### config.mk
export PLATFORM = sky130hd
export DESIGN_NAME = pong_game_ctrl
export DESIGN_NICKNAME = d
export VERILOG_FILES = /design/src/rtl/pong_pkg.sv /design/src/rtl/pong_sec_timer.sv /design/src/rtl/pong_game_ctrl.sv
export SDC_FILE = /design/constraint.sdc
export NUM_CORES = 1
export LEC_CHECK = 0
export CAP_MARGIN = 20
export CELL_PAD_IN_SITES_DETAIL_PLACEMENT = 0
export CELL_PAD_IN_SITES_GLOBAL_PLACEMENT = 1
export CORE_MARGIN = 3
export CORE_UTILIZATION = 44
export DETAILED_ROUTE_END_ITERATION = 8
export PLACE_DENSITY_LB_ADDON = 0.1
export SYNTH_ARGS = -nofsm -noshare
export SYNTH_HDL_FRONTEND = slang
export SYNTH_SLANG_ARGS = --single-unit
### constraint.sdc
create_clock -name clk -period 5.1 [get_ports clk]
set_input_delay 1.53 -clock clk [delete_from_list [all_inputs] [get_ports clk]]
set_output_delay 1.53 -clock clk [all_outputs]
set_load 0.03 [all_outputs]
### src/rtl/pong_pkg.sv
// Shared types, codes and helpers for the Pong round sequencer.
package pong_pkg;

  localparam int unsigned BCD_W   = 4;
  localparam int unsigned SCORE_W = 4;
  localparam int unsigned STATE_W = 3;

  typedef enum logic [STATE_W-1:0] {
    ST_IDLE  = 3'd0,
    ST_SERVE = 3'd1,
    ST_PLAY  = 3'd2,
    ST_POINT = 3'd3,
    ST_OVER  = 3'd4
  } state_t;

  localparam logic [1:0] WIN_NONE = 2'b00;
  localparam logic [1:0] WIN_P1   = 2'b01;
  localparam logic [1:0] WIN_P2   = 2'b10;
  localparam logic [1:0] WIN_DRAW = 2'b11;

  function automatic logic [SCORE_W-1:0] sat_inc(input logic [SCORE_W-1:0] v);
    return (v == {SCORE_W{1'b1}}) ? v : v + SCORE_W'(1);
  endfunction

  function automatic logic [1:0] win_code(input logic [SCORE_W-1:0] s1,
                                          input logic [SCORE_W-1:0] s2);
    if (s1 > s2)      return WIN_P1;
    else if (s2 > s1) return WIN_P2;
    else              return WIN_DRAW;
  endfunction

endpackage

### src/rtl/pong_sec_timer.sv
// Frame prescaler plus two-digit BCD countdown of remaining game seconds.
module pong_sec_timer
  import pong_pkg::*;
#(
  parameter int unsigned FRAMES_PER_SEC = 60,
  parameter int unsigned GAME_SEC_TENS  = 9,
  parameter int unsigned GAME_SEC_ONES  = 9
) (
  input  logic             clk,
  input  logic             rst,
  input  logic             load,
  input  logic             en,
  input  logic             frame_tick,
  output logic [BCD_W-1:0] sec_tens,
  output logic [BCD_W-1:0] sec_ones,
  output logic             expired
);

  localparam int unsigned PW = (FRAMES_PER_SEC > 1) ? $clog2(FRAMES_PER_SEC) : 1;

  logic [PW-1:0] presc;
  logic          wrap;
  logic          zero;

  assign zero = (sec_tens == '0) && (sec_ones == '0);
  assign wrap = en && frame_tick && (presc == PW'(FRAMES_PER_SEC - 1));

  // Flags the cycle in which the count reaches (or already sits at) 00
  assign expired = en && (zero || (wrap && (sec_tens == '0) && (sec_ones == BCD_W'(1))));

  always_ff @(posedge clk) begin
    if (rst || load) begin
      presc    <= '0;
      sec_tens <= BCD_W'(GAME_SEC_TENS);
      sec_ones <= BCD_W'(GAME_SEC_ONES);
    end else if (en && frame_tick) begin
      if (wrap) begin
        presc <= '0;
        if (!zero) begin
          if (sec_ones == '0) begin
            sec_ones <= BCD_W'(9);
            sec_tens <= sec_tens - BCD_W'(1);
          end else begin
            sec_ones <= sec_ones - BCD_W'(1);
          end
        end
      end else begin
        presc <= presc + PW'(1);
      end
    end
  end

endmodule

### src/rtl/pong_game_ctrl.sv
// Round sequencer for the Pong datapath: serve delay, timer, scoring, win/draw.
// Optional PONG_CTRL_PAUSE_EN: pause level freezes play without re-centring.
module pong_game_ctrl
  import pong_pkg::*;
#(
  parameter int unsigned FRAMES_PER_SEC = 60,
  parameter int unsigned SERVE_FRAMES   = 90,
  parameter int unsigned WIN_SCORE      = 7,
  parameter int unsigned GAME_SEC_TENS  = 9,
  parameter int unsigned GAME_SEC_ONES  = 9
) (
  input  logic               clk,
  input  logic               rst,
  input  logic               start,
  input  logic               pause,
  input  logic               frame_tick,
  input  logic               miss1,
  input  logic               miss2,
  output logic               stop,
  output logic               move_en,
  output logic [BCD_W-1:0]   sec_tens,
  output logic [BCD_W-1:0]   sec_ones,
  output logic [SCORE_W-1:0] score1,
  output logic [SCORE_W-1:0] score2,
  output logic               game_over,
  output logic [1:0]         winner,
  output logic [STATE_W-1:0] state_o
);

  localparam int unsigned SW = (SERVE_FRAMES > 1) ? $clog2(SERVE_FRAMES + 1) : 1;

  state_t             state;
  state_t             nxt_state;
  logic [SW-1:0]      serve_cnt;
  logic [SCORE_W-1:0] nxt_s1;
  logic [SCORE_W-1:0] nxt_s2;
  logic               load;
  logic               hold;
  logic               run;
  logic               serve_done;
  logic               expired;

`ifdef PONG_CTRL_PAUSE_EN
  assign hold = pause;
`else
  logic unused_pause;
  assign unused_pause = pause;
  assign hold = 1'b0;
`endif

  assign run        = (state == ST_PLAY) && !hold;
  assign move_en    = run && frame_tick;
  assign serve_done = frame_tick && (serve_cnt == SW'(SERVE_FRAMES - 1));
  assign state_o    = state;

  pong_sec_timer #(
    .FRAMES_PER_SEC(FRAMES_PER_SEC),
    .GAME_SEC_TENS (GAME_SEC_TENS),
    .GAME_SEC_ONES (GAME_SEC_ONES)
  ) u_timer (
    .clk       (clk),
    .rst       (rst),
    .load      (load),
    .en        (run),
    .frame_tick(frame_tick),
    .sec_tens  (sec_tens),
    .sec_ones  (sec_ones),
    .expired   (expired)
  );

  // Next state and next scores; time-out outranks a point
  always_comb begin
    nxt_state = state;
    nxt_s1    = score1;
    nxt_s2    = score2;
    load      = 1'b0;
    case (state)
      ST_IDLE, ST_OVER: begin
        if (start) begin
          nxt_state = ST_SERVE;
          nxt_s1    = '0;
          nxt_s2    = '0;
          load      = 1'b1;
        end
      end
      ST_SERVE: if (serve_done) nxt_state = ST_PLAY;
      ST_PLAY: begin
        if (run) begin
          if (miss1 && !miss2) nxt_s2 = sat_inc(score2);
          if (miss2 && !miss1) nxt_s1 = sat_inc(score1);
          if (miss1 || miss2)  nxt_state = ST_POINT;
          if (expired)         nxt_state = ST_OVER;
        end
      end
      ST_POINT: begin
        if ((score1 >= SCORE_W'(WIN_SCORE)) || (score2 >= SCORE_W'(WIN_SCORE)))
          nxt_state = ST_OVER;
        else
          nxt_state = ST_SERVE;
      end
      default: nxt_state = ST_IDLE;
    endcase
  end

  always_ff @(posedge clk) begin
    if (rst) begin
      state     <= ST_IDLE;
      stop      <= 1'b1;
      score1    <= '0;
      score2    <= '0;
      game_over <= 1'b0;
      winner    <= WIN_NONE;
      serve_cnt <= '0;
    end else begin
      state     <= nxt_state;
      stop      <= (nxt_state != ST_PLAY);
      score1    <= nxt_s1;
      score2    <= nxt_s2;
      game_over <= (nxt_state == ST_OVER);
      if (load)
        winner <= WIN_NONE;
      else if ((nxt_state == ST_OVER) && (state != ST_OVER))
        winner <= win_code(nxt_s1, nxt_s2);
      if (load || (state != ST_SERVE) || serve_done)
        serve_cnt <= '0;
      else if (frame_tick)
        serve_cnt <= serve_cnt + SW'(1);
    end
  end

endmodule

# Word-level counts from Yosys, hierarchy flattened
# Cells that the tools add are included.
# op_classes
div_mod_pow	0
multipliers	0
shift	0
order_cmp	4
bitwise	1
mux	20
n_addsub	6
reduce_logical	26
n_eq_ne	13
# ops
op	n
4-bit 2-to-1 mux	7
4-bit one-hot mux with 2 select lines	2
3-bit 2-to-1 mux	5
3-bit one-hot mux with 4 select lines	1
1-bit logical AND	10
4-bit by 1-bit adder with 4-bit output (second input constant)	2
4-bit equality test (second input constant)	2
4-bit by 3-bit greater-or-equal comparator with 1-bit output (second input constant)	2
4-bit > comparator	2
4-bit zero test	2
4-bit by 1-bit subtractor with 4-bit output (second input constant)	2
7-bit by 1-bit adder with 7-bit output (second input constant)	1
7-bit equality test (second input constant)	1
6-bit by 1-bit adder with 6-bit output (second input constant)	1
3-bit by 2-bit equality test with 1-bit output (second input constant)	2
3-bit equality test (second input constant)	2
6-bit equality test (second input constant)	1
1-bit logical OR	6
6-bit 2-to-1 mux	1
2-bit OR reduction	3
4-bit by 1-bit equality test with 1-bit output (second input constant)	1
4-bit AND reduction	1
3-bit by 1-bit equality test with 1-bit output (second input constant)	1
3-bit zero test	1
8 further kinds	11
# word_totals
in_bits	7
mem_count	0
romBits	0
latch_bits	0
out_inout_bits	24
mem_bits_rw	0
regBits	36
word_cells	80

# Logic depth before layout (Yosys ltp)
# logic_depth
word_depth	11
depth_mapped	10
ltp_nobuf	9

# Hierarchy
# Synthesis repeated with hierarchy kept, for this count alone.
# unflattened
cells_unflattened	225
hier_area_um2	1981.9
# modules_own_cells
module	area_each_um2	cells_per_inst	n_inst	seq_area_each_um2
pong_game_ctrl	1227.4	141	1	440.4
pong_sec_timer	754.5	84	1	280.3

# Worst setup path after synthesis
# Ideal clock, no wire load.
# synth_path
kind	input-to-output
from	in frame_tick
to	out move_en
arrival_time_ps	2110
setup_slack_ps	1460
t_required_ps	3570
path_stages	3
path_buffers	2
cell_sequence	buf_2 -> and4bb_1 -> buf_6
# synth_via
elab_chain_cells	1
# synth_lines
item	line	source
start: declaration	pong_game_ctrl.sv:16	input logic frame_tick,
1-bit logical AND	pong_game_ctrl.sv:52	assign move_en = run && frame_tick;
end: declaration	pong_game_ctrl.sv:20	output logic move_en,
# Every way passes these cells.

# Final worst setup path
# Ends and elaborated chain as after synthesis.

==> reports/qor.yml <==
timing:
  worst_slew_margin_relative_to_its_limit_pct: 57.8
  worst_pin_slew_ps: 630
  report.final.slew_viol_count: 0
  finalHoldWorstSlack_ps: 509
  min_period_over_period_pct: 87.0
  timing.clock.skew_ps: 5.54
  clock.fmax_mhz: 225
  unrepaired_setup_endpoints_after_global_routing: "false"
  setup_tns_ps: 0
  setup_violations: 0
  final-hold-violation-count: 0
  final.min_clock_period_ps: 4440
power_and_ir_drop:
  vdd.ir_drop.worst_mv: 0.0954
  internal-power_uw: 387
  share_comb_of_total_power_pct: 5.7
  power_density_nw_per_um2: 206
  clock_power_share_pct: 37.5
  fin_total_pwr_uw: 504
  sequential_share_of_power_pct: 56.8
  switching_power_uw: 117
  leakage_uw: 0.000944
  power_switching_share_pct: 23.1
clock_network:
  cts_hold_buffers: 0
  cts.sinks: 36
  post_cts.repair.setup_buffers: 0
  cts_root_buf: "clkbuf_8"
  cts_made_buffers: 5
  cts_resized: 0
  htree_levels: 2
  clockBufferDepth: 2
  cts.reportedPaths.clkPinSlew_ps: 70
  tritoncts: "built"
  clock_latency_ps: 280
global_route:
  number_of_antenna_violations_at_the_first_check_in_global_routing: 0
  grt_start_max_net_pins: 16
  grt_overflow_total: 0
  grt.total_usage_pct: 17.3
  grt_first_pass_wirelength_mm: 7.45
  number_of_global_route_vias_before_repair: 1602
logic_synthesis:
  share_of_synthesized_cell_area_in_full_adder_half_adder_and_majority_cells_pct: 6.75
  synth-compound-area-share_pct: 13.5
  mappedNetlistNets: 240
  synth_ff_type: "dfxtp_1"
  synth-async-reset-ratio_pct: 0
  syn_area_um2: 2040
  post_synth.cell_area_avg_um2: 9.18
  post_synth_xor_area_fraction_pct: 3.87
  post_synth_and_or_nand_nor_area_fraction_pct: 31.7
  synthCells: 222
  synth.lib_cells_used.distinct: 59
  synth-warning-count: 0
  yosys_register_bits: 36
  combinational_family_with_the_most_area_after_synthesis: "simple AND/OR/NAND/NOR gates"
  synth.mux.area_fraction_pct: 4.91
  synth_edf_count: 0
  synth-seq-area-share_pct: 35.4
drt:
  via_count: 1731
  drtAntennaViolNets: 0
  first_pass_iters: 4
  detail_route.wirelength_mm: 4.41
  drt_initial_violations: 90
  detail_route.vias_per_cell: 5.64
  drc_errors: 0
  routedWlPerCell_um: 14.3
finish:
  finish.net_count: 273
  antenna_cells: 0
  most-common-layout-cells: "36 x dfxtp_1, 29 x clkdlybuf4s50_1, 24 x nor2_1"
  layout_commonest_cell: "dfxtp_1"
  fillers: 425
  share_of_post_route_cells_with_drive_strength_above_1_pct: 9.41
  design_area_um2: 2450
  cell_count_final_fillers_out: 307
  synthToLayoutAreaGrowth_pct: 20.1
floorplanning:
  io_pins: 31
  floorplan.rows: 24
  initial_utilization_pct: 46.2
  die_width_um: 74.1
  coreArea_um2: 4410
  floorplan.die_area_um2: 5480
  die_y_um: 74.1
job:
  max_cap_viol_count: 0
worst_setup_path:
  timing.critical_path.required_ps: 3570
  cp_data_arrival_time_ps: 2910
  crit_fanout: 2
  cp-start-kind: "input pin"
  crit_type: "in -> out"
  crit_path_end_kind: "output port"
placement:
  port-buffer-count: 29
  gp_congestion: 0.752
  dpl.cell_count: 300
  detailedPlacementHpwl_mm: 3.26
  placed_area_um2: 2370
min_path:
  timing.hold.worst.class: "reg -> reg"
outcome:
  outcome: "complete, no violations"
[layer usage]
metal / global-route usage (%) / routed length (um) / up-vias
met5: 0 / 0 / -
met4: 4.83 / 40 / 0
met3: 3.78 / 135 / 5
met2: 25.4 / 1890 / 30
met1: 25.4 / 2340 / 808
li1: - / - / 888
[kinds of logic after synthesis]
| kind of cell | count (synthesis) |
|---|---|
| muxes | 9 |
| adders and majority gates | 11 |
| xor gates and xnor gates | 9 |
| DFF | 36 |
| buffers and inverters | 15 |
| AOI/OAI and AO/OA | 36 |
| and+or+nand+nor | 106 |
[through the flow]
stage	util (%)	setup WS, ps
3_3_place_gp	53.7	664
4_1_cts	55.4	654
3_5_place_dp	53.7	662
6_report	55.4	661
2_1_floorplan	-	1460
5_1_grt	55.4	600
[critical path: stages]
cell and delay, ps:
clkdlybuf4s50_1 470, and4bb_1 230, clkdlybuf4s50_1 680
[final timing paths]
kind              cells after the start         start  slack (ps)           end
setup / recovery                      3    frame_tick         660       move_en
hold / removal                        2  serve_cnt[6]         510  serve_cnt[6]
setup reg to reg                      9    state_o[1]        2250     winner[0]
hold reg to reg                       2  serve_cnt[6]         510  serve_cnt[6]
[cells in the mapped netlist, types with 3 or more instances]
master / number / area, um2
dfxtp_1: 36 / 721
nor2_1: 24 / 90.1
ha_1: 11 / 138
nand3_1: 11 / 55.1
nand2_1: 10 / 37.5
inv_1: 9 / 33.8
nand2b_1: 8 / 50.1
a211oi_1: 7 / 52.6
nor3_1: 7 / 35.0
xor2_1: 7 / 61.3
mux2i_1: 6 / 60.1
nand4_1: 6 / 37.5
nor2b_1: 5 / 31.3
and3_1: 4 / 25.0
o21ai_0: 4 / 20.0
or3_1: 4 / 25.0
a211o_1: 3 / 26.3
a21oi_1: 3 / 15.0
buf_6: 3 / 33.8
nor3b_2: 3 / 37.5
[power groups by stage]
stage,logic (uW),registers (uW),clock network [uW]
after detailed placement,28.7,292,0
final,28.7,286,189
after global placement,29.0,292,0
after floorplan,18.3,292,0
after global routing,31.6,286,208
after CTS,28.8,286,195
[cell type report]
cell class                      count  area [um2]  area share, %
Clock buffer                        6        72.6           2.97
Inverter                            9        33.8           1.38
Clock inverter                      1        5.00          0.204
Tap cell                           52        65.1           2.66
Multi-Input combinational cell    171        1240           50.6
Sequential cell                    36         721           29.4
Timing Repair Buffer               32         313           12.8
[sequential cells by signal, indices dropped and copies added, names as in the netlist]
name / cells
u_timer.sec_ones: 4
score2: 4
stop: 1
state_o: 3
winner: 2
game_over: 1
score1: 4
serve_cnt: 7
u_timer.presc: 6
u_timer.sec_tens: 4
No activity file was read; power rests on OpenSTA's default activity.
